`config.mk`:
```
export PLATFORM = sky130hd
export DESIGN_NAME = riscv_base_mul_writeback_flat
export DESIGN_NICKNAME = d
export VERILOG_FILES = /design/src/rtl/riscv_base_mul_writeback_if.sv /design/src/rtl/riscv_base_mul_writeback.sv /design/src/flat_wrapper.sv
export SDC_FILE = /design/constraint.sdc
export NUM_CORES = 1
export LEC_CHECK = 0
export CAP_MARGIN = 10
export CORE_MARGIN = 1
export CORE_UTILIZATION = 25
export DETAILED_ROUTE_END_ITERATION = 12
export MAX_ROUTING_LAYER = met4
export PLACE_DENSITY = 0.45
export SLEW_MARGIN = 20
export SYNTH_ARGS = -nofsm -noshare
export SYNTH_HDL_FRONTEND = slang
export SYNTH_SLANG_ARGS = --single-unit
```
`constraint.sdc`:
```
create_clock -name clk_i -period 2.3 [get_ports clk_i]
set_input_delay 0.46 -clock clk_i [delete_from_list [all_inputs] [get_ports clk_i]]
set_output_delay 0.46 -clock clk_i [all_outputs]
set_load 0.005 [all_outputs]
```
`src/rtl/riscv_base_mul_writeback_if.sv`:
```
// Signal bundle between the multiply/ALU writeback stage and its neighbours.
// The master modport drives the issue, result and decode side. The slave modport is the writeback stage.
interface riscv_base_mul_writeback_if;
  logic        hold_i;
  logic        issue_valid_i;
  logic [4:0]  issue_rd_idx_i;
  logic [31:0] mul_value_i;
  logic        alu_valid_i;
  logic [4:0]  alu_rd_idx_i;
  logic [31:0] alu_value_i;
  logic [4:0]  dec_ra_idx_i;
  logic [4:0]  dec_rb_idx_i;
  logic [4:0]  dec_rd_idx_i;
  logic        rf_we_o;
  logic [4:0]  rf_rd_idx_o;
  logic [31:0] rf_value_o;
  logic        stall_o;

  modport master (
    output hold_i, issue_valid_i, issue_rd_idx_i, mul_value_i,
           alu_valid_i, alu_rd_idx_i, alu_value_i,
           dec_ra_idx_i, dec_rb_idx_i, dec_rd_idx_i,
    input  rf_we_o, rf_rd_idx_o, rf_value_o, stall_o
  );

  modport slave (
    input  hold_i, issue_valid_i, issue_rd_idx_i, mul_value_i,
           alu_valid_i, alu_rd_idx_i, alu_value_i,
           dec_ra_idx_i, dec_rb_idx_i, dec_rd_idx_i,
    output rf_we_o, rf_rd_idx_o, rf_value_o, stall_o
  );
endinterface

```
`src/rtl/riscv_base_mul_writeback.sv`:
```
// Pairs pipelined-multiplier results with their destination registers and merges them with ALU results.
// The merged results go to one registered register-file write port. A one-entry skid buffer absorbs collisions.
module riscv_base_mul_writeback #(
  parameter int unsigned MULT_STAGES = 2
) (
  input logic                          clk_i,
  input logic                          rst_ni,
  riscv_base_mul_writeback_if.slave    bus
);

  localparam int unsigned TAIL = MULT_STAGES - 1;

  logic [MULT_STAGES-1:0] trk_vld_q, trk_vld_d;
  logic [4:0]             trk_rd_q [MULT_STAGES];
  logic [4:0]             trk_rd_d [MULT_STAGES];

  logic        skid_vld_q, skid_vld_d;
  logic [4:0]  skid_rd_q,  skid_rd_d;
  logic [31:0] skid_val_q, skid_val_d;

  logic        rf_we_q,  rf_we_d;
  logic [4:0]  rf_rd_q,  rf_rd_d;
  logic [31:0] rf_val_q, rf_val_d;

  logic alu_ok;
  logic stall;

  assign alu_ok = bus.alu_valid_i && (bus.alu_rd_idx_i != '0);

  function automatic logic dec_hit(input logic [4:0] rd,
                                   input logic [4:0] ra,
                                   input logic [4:0] rb,
                                   input logic [4:0] rdd);
    return ((ra  != '0) && (ra  == rd)) ||
           ((rb  != '0) && (rb  == rd)) ||
           ((rdd != '0) && (rdd == rd));
  endfunction

  always_comb begin
    trk_vld_d  = trk_vld_q;
    trk_rd_d   = trk_rd_q;
    skid_vld_d = skid_vld_q;
    skid_rd_d  = skid_rd_q;
    skid_val_d = skid_val_q;
    rf_we_d    = rf_we_q;
    rf_rd_d    = rf_rd_q;
    rf_val_d   = rf_val_q;

    if (!bus.hold_i) begin
      trk_vld_d[0] = bus.issue_valid_i && (bus.issue_rd_idx_i != '0);
      trk_rd_d[0]  = bus.issue_rd_idx_i;
      for (int unsigned i = 1; i < MULT_STAGES; i++) begin
        trk_vld_d[i] = trk_vld_q[i-1];
        trk_rd_d[i]  = trk_rd_q[i-1];
      end

      rf_we_d = 1'b0;
      // The multiplier result cannot wait because the multiplier has already moved on. An ALU result that collides with it is parked in the skid buffer.
      if (trk_vld_q[TAIL]) begin
        rf_we_d  = 1'b1;
        rf_rd_d  = trk_rd_q[TAIL];
        rf_val_d = bus.mul_value_i;
        if (alu_ok) begin
          skid_vld_d = 1'b1;
          skid_rd_d  = bus.alu_rd_idx_i;
          skid_val_d = bus.alu_value_i;
        end
      end else if (skid_vld_q) begin
        rf_we_d    = 1'b1;
        rf_rd_d    = skid_rd_q;
        rf_val_d   = skid_val_q;
        skid_vld_d = alu_ok;
        if (alu_ok) begin
          skid_rd_d  = bus.alu_rd_idx_i;
          skid_val_d = bus.alu_value_i;
        end
      end else if (alu_ok) begin
        rf_we_d  = 1'b1;
        rf_rd_d  = bus.alu_rd_idx_i;
        rf_val_d = bus.alu_value_i;
      end
    end
  end

  // A valid skid entry stalls unconditionally, so its rd does not need a separate hazard compare.
  always_comb begin
    stall = skid_vld_q;
    for (int unsigned i = 0; i < MULT_STAGES; i++) begin
      if (trk_vld_q[i] &&
          dec_hit(trk_rd_q[i], bus.dec_ra_idx_i, bus.dec_rb_idx_i, bus.dec_rd_idx_i)) begin
        stall = 1'b1;
      end
    end
  end

  always_ff @(posedge clk_i or negedge rst_ni) begin
    if (!rst_ni) begin
      trk_vld_q  <= '0;
      trk_rd_q   <= '{default: '0};
      skid_vld_q <= 1'b0;
      skid_rd_q  <= '0;
      skid_val_q <= '0;
      rf_we_q    <= 1'b0;
      rf_rd_q    <= '0;
      rf_val_q   <= '0;
    end else begin
      trk_vld_q  <= trk_vld_d;
      trk_rd_q   <= trk_rd_d;
      skid_vld_q <= skid_vld_d;
      skid_rd_q  <= skid_rd_d;
      skid_val_q <= skid_val_d;
      rf_we_q    <= rf_we_d;
      rf_rd_q    <= rf_rd_d;
      rf_val_q   <= rf_val_d;
    end
  end

  assign bus.rf_we_o     = rf_we_q;
  assign bus.rf_rd_idx_o = rf_rd_q;
  assign bus.rf_value_o  = rf_val_q;
  assign bus.stall_o     = stall;

  a_no_skid_overflow : assert property (@(posedge clk_i) disable iff (!rst_ni)
    !(!bus.hold_i && skid_vld_q && trk_vld_q[TAIL] && alu_ok));

endmodule
```
`src/flat_wrapper.sv`:
```
// flat-port wrapper written by rule: the top's interface ports become plain ports
module riscv_base_mul_writeback_flat 
#(
  parameter int unsigned MULT_STAGES = 2
)
  (clk_i, rst_ni, bus_hold_i, bus_issue_valid_i, bus_issue_rd_idx_i, bus_mul_value_i, bus_alu_valid_i, bus_alu_rd_idx_i, bus_alu_value_i, bus_dec_ra_idx_i, bus_dec_rb_idx_i, bus_dec_rd_idx_i, bus_rf_we_o, bus_rf_rd_idx_o, bus_rf_value_o, bus_stall_o);
  riscv_base_mul_writeback_if bus_i ();
  input logic clk_i;
  input logic rst_ni;
  input wire logic [$bits(bus_i.hold_i)-1:0] bus_hold_i;
  input wire logic [$bits(bus_i.issue_valid_i)-1:0] bus_issue_valid_i;
  input wire logic [$bits(bus_i.issue_rd_idx_i)-1:0] bus_issue_rd_idx_i;
  input wire logic [$bits(bus_i.mul_value_i)-1:0] bus_mul_value_i;
  input wire logic [$bits(bus_i.alu_valid_i)-1:0] bus_alu_valid_i;
  input wire logic [$bits(bus_i.alu_rd_idx_i)-1:0] bus_alu_rd_idx_i;
  input wire logic [$bits(bus_i.alu_value_i)-1:0] bus_alu_value_i;
  input wire logic [$bits(bus_i.dec_ra_idx_i)-1:0] bus_dec_ra_idx_i;
  input wire logic [$bits(bus_i.dec_rb_idx_i)-1:0] bus_dec_rb_idx_i;
  input wire logic [$bits(bus_i.dec_rd_idx_i)-1:0] bus_dec_rd_idx_i;
  output wire logic [$bits(bus_i.rf_we_o)-1:0] bus_rf_we_o;
  output wire logic [$bits(bus_i.rf_rd_idx_o)-1:0] bus_rf_rd_idx_o;
  output wire logic [$bits(bus_i.rf_value_o)-1:0] bus_rf_value_o;
  output wire logic [$bits(bus_i.stall_o)-1:0] bus_stall_o;
  assign bus_i.hold_i = bus_hold_i;
  assign bus_i.issue_valid_i = bus_issue_valid_i;
  assign bus_i.issue_rd_idx_i = bus_issue_rd_idx_i;
  assign bus_i.mul_value_i = bus_mul_value_i;
  assign bus_i.alu_valid_i = bus_alu_valid_i;
  assign bus_i.alu_rd_idx_i = bus_alu_rd_idx_i;
  assign bus_i.alu_value_i = bus_alu_value_i;
  assign bus_i.dec_ra_idx_i = bus_dec_ra_idx_i;
  assign bus_i.dec_rb_idx_i = bus_dec_rb_idx_i;
  assign bus_i.dec_rd_idx_i = bus_dec_rd_idx_i;
  assign bus_rf_we_o = bus_i.rf_we_o;
  assign bus_rf_rd_idx_o = bus_i.rf_rd_idx_o;
  assign bus_rf_value_o = bus_i.rf_value_o;
  assign bus_stall_o = bus_i.stall_o;
  riscv_base_mul_writeback #(.MULT_STAGES(MULT_STAGES)) u_core (.clk_i(clk_i), .rst_ni(rst_ni), .bus(bus_i));
endmodule
```
==> results.md <==
- The number of ports placed on the die boundary is between 100 and 150.
- The headroom to the max-slew limit is 65.4%.
- At the end of the flow, the number of nets in the layout was between 600 and 700.
- The number of antenna-violating nets in the routed design is 0.
- Data on the critical path arrives at its endpoint at between 1.5 and 2 ns.
- After synthesis the netlist holds a flip-flop and latch count of between 80 and 90.
- The clock period could shrink to between 2 and 2.5 ns.
- The static leakage is around 0.0028 uW.
- In this run the cell area measured after placement is 6120 um2.
- The number of enable-type register cells in the synthesized netlist is 0.
- The type of the setup path with the least slack is in -> out.
- After layout, the worst setup slack is slightly below 0.06 ns.
- After Yosys synthesis, full adders, half adders and majority gates account for 0% of the synthesized area.
- Combinational logic burns around a third of the power.
- Across the VDD grid, the largest voltage drop is 0.320 mV.
- The worst hold path belongs to the class in -> async.
- No sink is reached through more buffers than the 2 on the longest clock path.
- The final number of hold-violating endpoints is 0.
- The number of nets in the synthesized netlist is 510.
- The number of fill cells in the layout is ~1.7k.
- The clock skew after layout is ~0.0052 ns.
- The floorplan step set the die height to around 130 um.
- By area the synthesized netlist is led by dfrtp_1 (50%), mux2_2 (12%), mux2i_1 (8.4%).
- The fraction of the yosys area taken by sequential cells is 50.1%.
- The number of warning messages in the yosys log is 0.
- The antenna diode count is 0.
- The initial antenna violation count came to 0.
- By instance count, the leading cell after synthesis is dfrtp_1.
- In this run the standard cell core region covers ~17000 um2.
- Each instance of the synthesized netlist takes up on average approximately 11 um2.
- The synthesized netlist devotes under 10% of its cell area to compound gates.
- After Yosys synthesis, and, or, nand and nor cells account for about a tenth of the synthesized area.
- For this configuration, the core starts out at a cell density of between 20% and 30%.
- The detailed-routing iteration count for the pre-antenna-repair pass is 7.
- The H-tree was split into 3 levels.
- The kind of end point of the critical path is an output port.
- The worst setup slack after placement is -0.637 ns.
- In the routed design, unresolved DRC markers number 0.
- The initialized floorplan defines 48 standard-cell rows.
- Summing over every cut layer, the via total after detailed routing is between 3k and 4k.
- Relative to the synthesized area, the layout overhead comes to 49.8%.
- The count of buffers added on input and output ports is approximately 130.
- At the later pin of the worst-skew pair, clock insertion delay measures approximately 0.34 ns.
- In this run the worst path has a maximum fanout of 2.
- The root buffer cell chosen for the clock tree is clkbuf_16.
- The flow ran to the end, and the final reports show no timing, DRC or antenna violations.
- The weighted congestion at the end of routability-driven global placement is 0.819.
- The routed wire length per instance is 14.7 um.
- The horizontal die dimension is about 130 um.
- After synthesis, the largest family of logic cells by area is multiplexers.
- The startpoint of the most critical register-to-register path is u_core.skid_vld_q.
- The number of global-route vias before repair is approximately 3.7k.
- Per report_power, the clock group accounts for a little over a quarter of the total.
- The library cell with the largest summed area after synthesis is dfrtp_1.
- Of the available clock period, the critical path in the final layout requires between 90% and 100%.
- Timing would allow up to roughly 450 MHz.
- Data on the critical path is required at its endpoint by about 1.8 ns.
- The final setup TNS is 0 ns.
- Of the total synthesized cell area, the portion taken by XOR and XNOR cells is 5.97%.
- Global routing consumed, over all layers together, ~14% of the routing resources.
- The number of cells on the worst reg-to-reg path is 4.
- After clock tree synthesis, the clock-pin slew on the worst setup and hold paths is roughly 0.060 ns.
- The top cell type's share of synthesized area is 50.1%.
- In the routed layout, each cell is associated on average with a via count of 4.42.
- The internal power of the cells is approximately 4200 uW.
- The final routed wirelength across all metal layers is 11.8 mm.
- Entering global routing, the biggest net connects between 40 and 50 pins.
- The final max-slew violation count is 0.
- The power after layout is approximately 6000 uW.
- Clock tree synthesis found a total of between 80 and 90 sinks.
- The number of maximum-capacitance violations is 0.
- Once layout is done, the placed cells without fillers occupy ~6600 um2.
- The switching power is approximately 1700 uW.
- The capture point of the worst reg-to-reg path is u_core.skid_val_q[9].
- The setup-violating endpoint count in the final report is 0.
- The worst setup path is launched from an input pin.
- The share of total power dissipated in sequential elements is between 30% and 40%.
- The wire-length estimate of the detail-placed layout is ~8.4 mm.
- Ranked by instance count, the synthesized netlist is headed by dfrtp_1 (88), mux2_2 (46), nor2_1 (42), o21ai_0 (42), nand2_1 (41).
- The number of cells produced by synthesis is around 420.
- Cells with a size suffix above 1 make up 23.7% of the layout.
- The minimum setup slack among reg-to-reg paths is between 0.6 and 0.7 ns.
- The cell area after technology mapping is about 4400 um2.
- The final global-route overflow total is 0.
- In the synthesized netlist the async set-or-reset flop fraction comes to 100%.
- Net switching is between 20% and 30% of the power.
- The CTS buffer count is 9.
- The number of hold-repair buffers added at the cts stage is 0.
- TritonCTS built the clock tree.
- The floorplan step defined a die boundary enclosing 18100 um2.
- At the pin with the least slew margin, the transition time is about 0.52 ns.
- In this run the power density over the cells is approximately 900 nW/um2.
- In the synthesized netlist, mux cells make up 20.7% of the area.
- The number of different library cells used by synthesis comes to 24.
- The first global-routing pass estimated 19.3 mm of wire.
- The main flop type after synthesis is dfrtp_1.
- The DRC marker count from the first detailed-route iteration is 80.
- Setup repair after global routing could not meet its margin everywhere.
state kept, by name, indices dropped and copies added (netlist names):
register and cells:
u_core.skid_val_q 32, u_core.trk_vld_q 2, u_core.bus.rf_rd_idx_o 5, u_core.skid_vld_q 1, u_core.bus.rf_value_o 32, u_core.bus.rf_we_o 1, u_core.skid_rd_q 5, u_core.trk_rd_q 10
worst max-delay path: stages:
cell and delay (ns):
buf_6 0.09, or4_4 0.54, nor2_4 0.15, nor4_4 0.05, nor4_2 0.27, o21ai_1 0.09, buf_2 0.14
per-layer routing:
layer | share of wire, % | wire [um] | vias up | track usage [%]
li1 | - | - | 1743 | -
met4 | 1.6 | 186 | 0 | 5.56
met1 | 46 | 5420 | 1668 | 17.9
met2 | 47 | 5530 | 98 | 22.4
met5 | 0 | 0 | - | -
met3 | 5.2 | 615 | 15 | 2.97
power by group through the flow:
| stage | Clock, uW | Combinational, uW | Sequential [uW] |
|---|---|---|---|
| global placement | 0 | 1930 | 2290 |
| floorplan | 0 | 1040 | 2260 |
| CTS | 1670 | 1970 | 2290 |
| detailed placement | 0 | 1960 | 2310 |
| global route | 1710 | 2190 | 2350 |
| finish | 1600 | 1960 | 2280 |
cell usage in the layout (no fill, tap or decap), types with 9 or more instances in the layout:
cell / netlist / routed
mux2_2: 46 / 46
clkdlybuf4s50_1: 0 / 115
xnor2_1: 18 / 18
nand2_1: 41 / 41
buf_4: 4 / 34
nor2_1: 42 / 39
dfrtp_1: 88 / 82
clkbuf_16: 0 / 9
o21ai_0: 42 / 41
a21oi_1: 37 / 37
xor2_1: 12 / 10
mux2i_1: 37 / 37
how the worst max path moves through the flow:
stage | start | endpoint | slack [ns] | depth (start not counted)
after detailed placement | bus_dec_ra_idx_i[0] | bus_stall_o | -0.64 | 7
after global routing | bus_dec_rd_idx_i[0] | bus_stall_o | -0.03 | 7
after CTS | bus_dec_ra_idx_i[2] | bus_stall_o | 0.002 | 7
final | bus_dec_rd_idx_i[0] | bus_stall_o | 0.06 | 7
after floorplan | bus_alu_rd_idx_i[2] | u_core.skid_rd_q[0] | 0.31 | 6
after global placement | bus_dec_ra_idx_i[0] | bus_stall_o | -0.61 | 7
cells by family after synthesis:
logic type | Yosys count
and+or+nand+nor | 101
DFF | 88
muxes | 85
AOI/OAI and AO/OA | 83
xor gates and xnor gates | 30
buffers and inverters | 29
area by class of cell:
cell class	count	area (um2)	share of cell area, %
Sequential cell	88	2210	33.5
Multi-Input combinational cell	299	2150	32.7
Timing Repair Buffer	170	1620	24.6
Tap cell	225	282	4.27
Clock buffer	12	256	3.89
Clock inverter	3	65.1	0.987
Inverter	1	3.75	0.0570
timing repair:
item                       in CTS  in global routing
setup endpoints to repair       1                  1
pin swaps                      13                 13
gates cloned                    0                  0
setup buffers                   0                  9
resized for setup              61                 17
per-stage QoR:
step	hold WS [ns]	util (%)	std cells
finish	0.0808	38.2	798
global route	0.121	38.2	798
CTS	0.101	37.7	789
detailed placement	0.470	35.5	774
global placement	0.464	35.5	774
floorplan	0.164	-	416
(Power assumes the default switching activity.)
